===== src/rtl/reg_file.sv =====
// Architectural register file with rename tags: two combinational operand reads, dispatch renames, RoB commits.
// Optional macro REGFILE_BYPASS_EN forwards a same-cycle matching commit onto the read ports.

module reg_file_rd_port #(
    parameter int          XLEN   = 32,
    parameter int          TAG_W  = 5,
    parameter logic [4:0]  NO_DEP = 5'd16
) (
    input  logic [4:0]       rs,
    input  logic [XLEN-1:0]  arch_val,
    input  logic [TAG_W-1:0] arch_tag,
    input  logic             byp_hit,
    input  logic [XLEN-1:0]  byp_val,
    output logic [XLEN-1:0]  val,
    output logic [TAG_W-1:0] rename
);
    always_comb begin
        val    = arch_val;
        rename = arch_tag;
        if (rs == 5'd0) begin
            val    = '0;
            rename = NO_DEP;
        end else if (byp_hit) begin
            val    = byp_val;
            rename = NO_DEP;
        end
    end
endmodule

module reg_file #(
    parameter int XLEN   = 32,
    parameter int NUM_RD = 2
) (
    input  logic        clk_in,
    input  logic        rst_in,
    input  logic        rdy_in,
    input  logic [4:0]  rd_rs1,
    output logic [31:0] rd_val1,
    output logic [4:0]  rd_rename1,
    input  logic [4:0]  rd_rs2,
    output logic [31:0] rd_val2,
    output logic [4:0]  rd_rename2,
    input  logic        issue_en,
    input  logic [4:0]  issue_rd,
    input  logic [4:0]  issue_tag,
    input  logic        commit_en,
    input  logic [4:0]  commit_rd,
    input  logic [31:0] commit_val,
    input  logic [4:0]  commit_rename,
    input  logic        flush
);
    localparam logic [4:0] NO_DEP = 5'd16;

    logic [XLEN-1:0] regs [0:31];
    logic [4:0]      tags [0:31];

    // Flush and issue are applied after the commit tag clear so they win on the same register.
    always_ff @(posedge clk_in or negedge rst_in) begin
        if (!rst_in) begin
            for (int i = 0; i < 32; i++) begin
                regs[i] <= '0;
                tags[i] <= NO_DEP;
            end
        end else if (rdy_in) begin
            if (commit_en && commit_rd != 5'd0) begin
                regs[commit_rd] <= commit_val;
                if (tags[commit_rd] == commit_rename)
                    tags[commit_rd] <= NO_DEP;
            end
            if (flush) begin
                for (int i = 0; i < 32; i++)
                    tags[i] <= NO_DEP;
            end else if (issue_en && issue_rd != 5'd0) begin
                tags[issue_rd] <= issue_tag;
            end
        end
    end

    logic [NUM_RD-1:0][4:0]      rs;
    logic [NUM_RD-1:0][XLEN-1:0] arch_val, out_val;
    logic [NUM_RD-1:0][4:0]      arch_tag, out_tag;
    logic [NUM_RD-1:0]           byp_hit;

    assign rs = {rd_rs2, rd_rs1};

    generate
        for (genvar p = 0; p < NUM_RD; p++) begin : g_rd
            assign arch_val[p] = regs[rs[p]];
            assign arch_tag[p] = tags[rs[p]];
`ifdef REGFILE_BYPASS_EN
            // Only forward a commit that will actually land and clear the tag this edge.
            assign byp_hit[p] = rdy_in && commit_en && (commit_rd == rs[p]) && (rs[p] != 5'd0)
                                && (tags[rs[p]] == commit_rename);
`else
            assign byp_hit[p] = 1'b0;
`endif
            reg_file_rd_port #(.XLEN(XLEN), .TAG_W(5), .NO_DEP(NO_DEP)) u_rd (
                .rs       (rs[p]),
                .arch_val (arch_val[p]),
                .arch_tag (arch_tag[p]),
                .byp_hit  (byp_hit[p]),
                .byp_val  (commit_val),
                .val      (out_val[p]),
                .rename   (out_tag[p])
            );
        end
    endgenerate

    assign rd_val1    = out_val[0];
    assign rd_rename1 = out_tag[0];
    assign rd_val2    = out_val[1];
    assign rd_rename2 = out_tag[1];
endmodule


===== config.mk =====
export PLATFORM = sky130hd
export DESIGN_NAME = reg_file
export DESIGN_NICKNAME = d
export VERILOG_FILES = /design/src/rtl/reg_file.sv
export SDC_FILE = /design/constraint.sdc
export NUM_CORES = 2
export LEC_CHECK = 0
export CAP_MARGIN = 20
export CORE_MARGIN = 4
export CORE_UTILIZATION = 35
export CTS_BUF_LIST = sky130_fd_sc_hd__clkbuf_8
export CTS_CLUSTER_DIAMETER = 80
export DETAILED_ROUTE_END_ITERATION = 8
export DONT_BUFFER_PORTS = 1
export HOLD_SLACK_MARGIN = 0.12
export PLACE_DENSITY = 0.48
export SYNTH_ARGS = -nofsm -noshare
export SYNTH_HDL_FRONTEND = slang
export SYNTH_SLANG_ARGS = --single-unit

===== constraint.sdc =====
create_clock -name clk_in -period 4.03 [get_ports clk_in]
set_input_delay 0.403 -clock clk_in [delete_from_list [all_inputs] [get_ports clk_in]]
set_output_delay 0.403 -clock clk_in [all_outputs]
set_load 0.02 [all_outputs]

==> results.md <==
* Status: finished clean
* First-pass GRT wire length at 342000 microns
* Yosys cell types at 50
* Final Hold Fails at 0
* Setup Skew at a little under 80 ps
* Unrepaired setup endpoints after global routing: no
* CTS resizes at 0
* Number of routed nets with antenna violations at 0
* R2R cell count at 9
* Inst Count DP at 6777
* Slew Limit Fails at 0
* Kind of critical path: register to register
* Met1 layer usage reported by global route at 0.332
* Max_cap viols at 0
* Via count at 43800
* Largest net degree at the start of global routing at around 360
* # Post-CTS Setup Buffers at 0
* # clock sinks at about 1200
* Design Power at 32.6 mW
* Root Driver: clkbuf_8
* Die Area at 0.197 sq mm
* Hold Crit Endpoint: regs[513]
* Synth top cells by count: 1152 x dfrtp_1, 1045 x mux2_2, 630 x mux4_2
* Setup violators final at 0
* LEAKAGE at around 32 nW
* CTS H-tree lvls at 4
* Min-delay src: commit_val[1]
* Routability cong. at 0.835
* Clock latency on the worst-skew pair at 960 ps
* Vert. Die Dim at 444 microns
* Total grt overflow at 0
* Synth top area share at 0.434
* Initial Util at 0.353
* Vias per cell at 6.03
* Post-Synthesis Cell Area at 0.0664 sq mm
* Mean post-synth cell area at 14.3 sq um
* Top cells by area, synth: dfrtp_1 43%, mux4_2 21%, mux2_2 18%
* CTS tree: done
* IO Port Bufs at 0
* Fmax at roughly 270 MHz
* Max VDD drop at 275 uV
* TritonCTS Buffers at 213
* Worst slew pin tran at between 1000 and 1500 ps
* Post-synthesis sequential area ratio at 0.447
* Met3 Usage GRT at 0.0369
* Max Buffers Root-to-Sink at 3
* YS warnings at 0
* Routed len/inst at 32.4 microns
* Die Wd at 444 microns
* Number of fill cells at 17600
* Mapped Cells at 4658
* Final HPWL DP at 120000 microns
* Pre-Repair DR Iteration Count at 9
* Leading area contributor after synthesis: dfrtp_1
* Number of synthesized flops with an enable pin at 0
* Reg area at 0.0297 sq mm
* Synth Flop Type: dfrtp_1
* Setup TNS at 0 ps
* Crit path launch type: register
* Crit. End Element: register
* Max-slew headroom at 0.159
* Cell with the most instances after synthesis: dfrtp_1
* Final Net Count at 4660
* Hold Crit Depth at 2
* Clock slew at reported path FFs at 70 ps
* Reg2reg start: tags[103]
* Site Rows at 159
* Critical Path RT at 4870 ps
* R2R Path End: tags[18]
* Yosys reg bits at ~1200
* Routed wire length at 235000 microns
* FFs w/ async S/R, synth at 1.00
* Area Overhead vs Synth at 13.2%
* Vias in the first global route at 45600
* Final min period at 3720 ps
* Post-route insts no fill at 7269
* Final Cycle Share at 0.923
* Class of the worst hold path: primary input to register
* Busiest layer in global routing: met2
* Antenna violations before repair at 13
* IO Pins at 142
* Ratio of cells with drive above 1 in the final layout at 0.476
* Met2 usage at 0.381
* Crit path max fanout at 22
* Drt initial violations at 3263
* Core area at 0.188 sq mm
* Crit path arrival time at 4560 ps
* Syn nets at 4726
* Multi-input logic area at 0.0350 sq mm
* DRC at 0
* R2r setup slk at 310 ps
* GRT Overall Usage at 0.237
* Power Dens Cells at roughly 430 mW/mm^2
registers in the layout, summed over array words and instances (netlist names):
signal,cells
tags,160
regs,1024
critical path: stages (launching register included):
cell and delay [ps]:
dfrtp_1 420, mux4_2 480, a22o_1 280, a221oi_1 200
and3_1 230, xor2_2 190, nand2_4 350, nor3_1 640
o21ai_0 200, dlygate4sd3_1 590
final cells by class:
cell class | instances | area share
well taps | 2495 | 0.0415
flip-flops and latches | 1184 | 0.395
clock buffers | 286 | 0.0524
clock inverters | 105 | 0.00942
inverters | 1 | 0.0000666
diodes | 6 | 0.000200
multi-input cells | 2968 | 0.466
repair buffers | 224 | 0.0360
where the power goes:
part / internal, mW / switching (mW)
registers: 13.5 / 1.29
clock network: 6.58 / 5.60
logic: 3.35 / 2.29
layer usage:
layer  up-vias  wire length [microns]
met2      1359                 111000
met4         0                   7140
met3       377                  12000
met5         -                      0
met1     24100                 105000
li1      18000                      -
what timing repair did:
action	CTS	global route
hold endpoints to repair	2252	0
setup endpoints to repair	0	0
hold buffers	80	0
cells by family after synthesis:
family | after synthesis | synth area share
buffers and inverters | 506 | 0.0306
AND/OR/NAND/NOR | 556 | 0.0483
AO/OA/AOI/OAI | 521 | 0.0508
XOR/XNOR | 5 | 0.000886
flip-flops | 1184 | 0.447
multiplexers | 1886 | 0.423
worst max path at each step:
stage	start	end	slack [ps]
final	tags[103]	tags[18]	310
after global routing	tags[103]	tags[8]	100
after CTS	tags[104]	rd_rename1[4]	170
after detailed placement	rd_rs2[1]	rd_val2[25]	560
after global placement	rd_rs2[1]	rd_val2[25]	450
after floorplan	rd_rs1[0]	rd_rename1[4]	800
cell usage in the layout, fill, tap and decap left out, types with 17 or more instances in the layout:
cell type	count
buf_12	44
clkbuf_8	286
o221ai_1	34
nand2_1	69
a22oi_1	40
a221oi_1	31
mux2i_1	211
buf_4	91
mux4_2	630
a21oi_1	134
dlygate4sd3_1	71
dfrtp_1	1152
mux2_2	1045
o21ai_0	108
a211oi_1	20
nand3b_1	125
inv_1	62
nor3_1	19
nor2_1	211
o22ai_1	40
o22a_1	28
dfstp_2	32
clkinv_2	24
o21a_1	28
o21ai_1	17
nand2b_1	18
nor2_4	25
nor4_4	24
metrics by stage:
| stage | hold slack [ps] | worst slack, ps | cell area, sq um | utilization |
|---|---|---|---|---|
| 4_1_cts | 137 | 171 | 74800 | 0.397 |
| 2_1_floorplan | 107 | 800 | 66400 | - |
| 3_3_place_gp | 377 | 449 | 69200 | 0.368 |
| 5_1_grt | 152 | 103 | 75200 | 0.399 |
| 3_5_place_dp | 382 | 563 | 69300 | 0.368 |
| 6_report | 219 | 311 | 75200 | 0.399 |
Power figures use the tool's default switching activity.
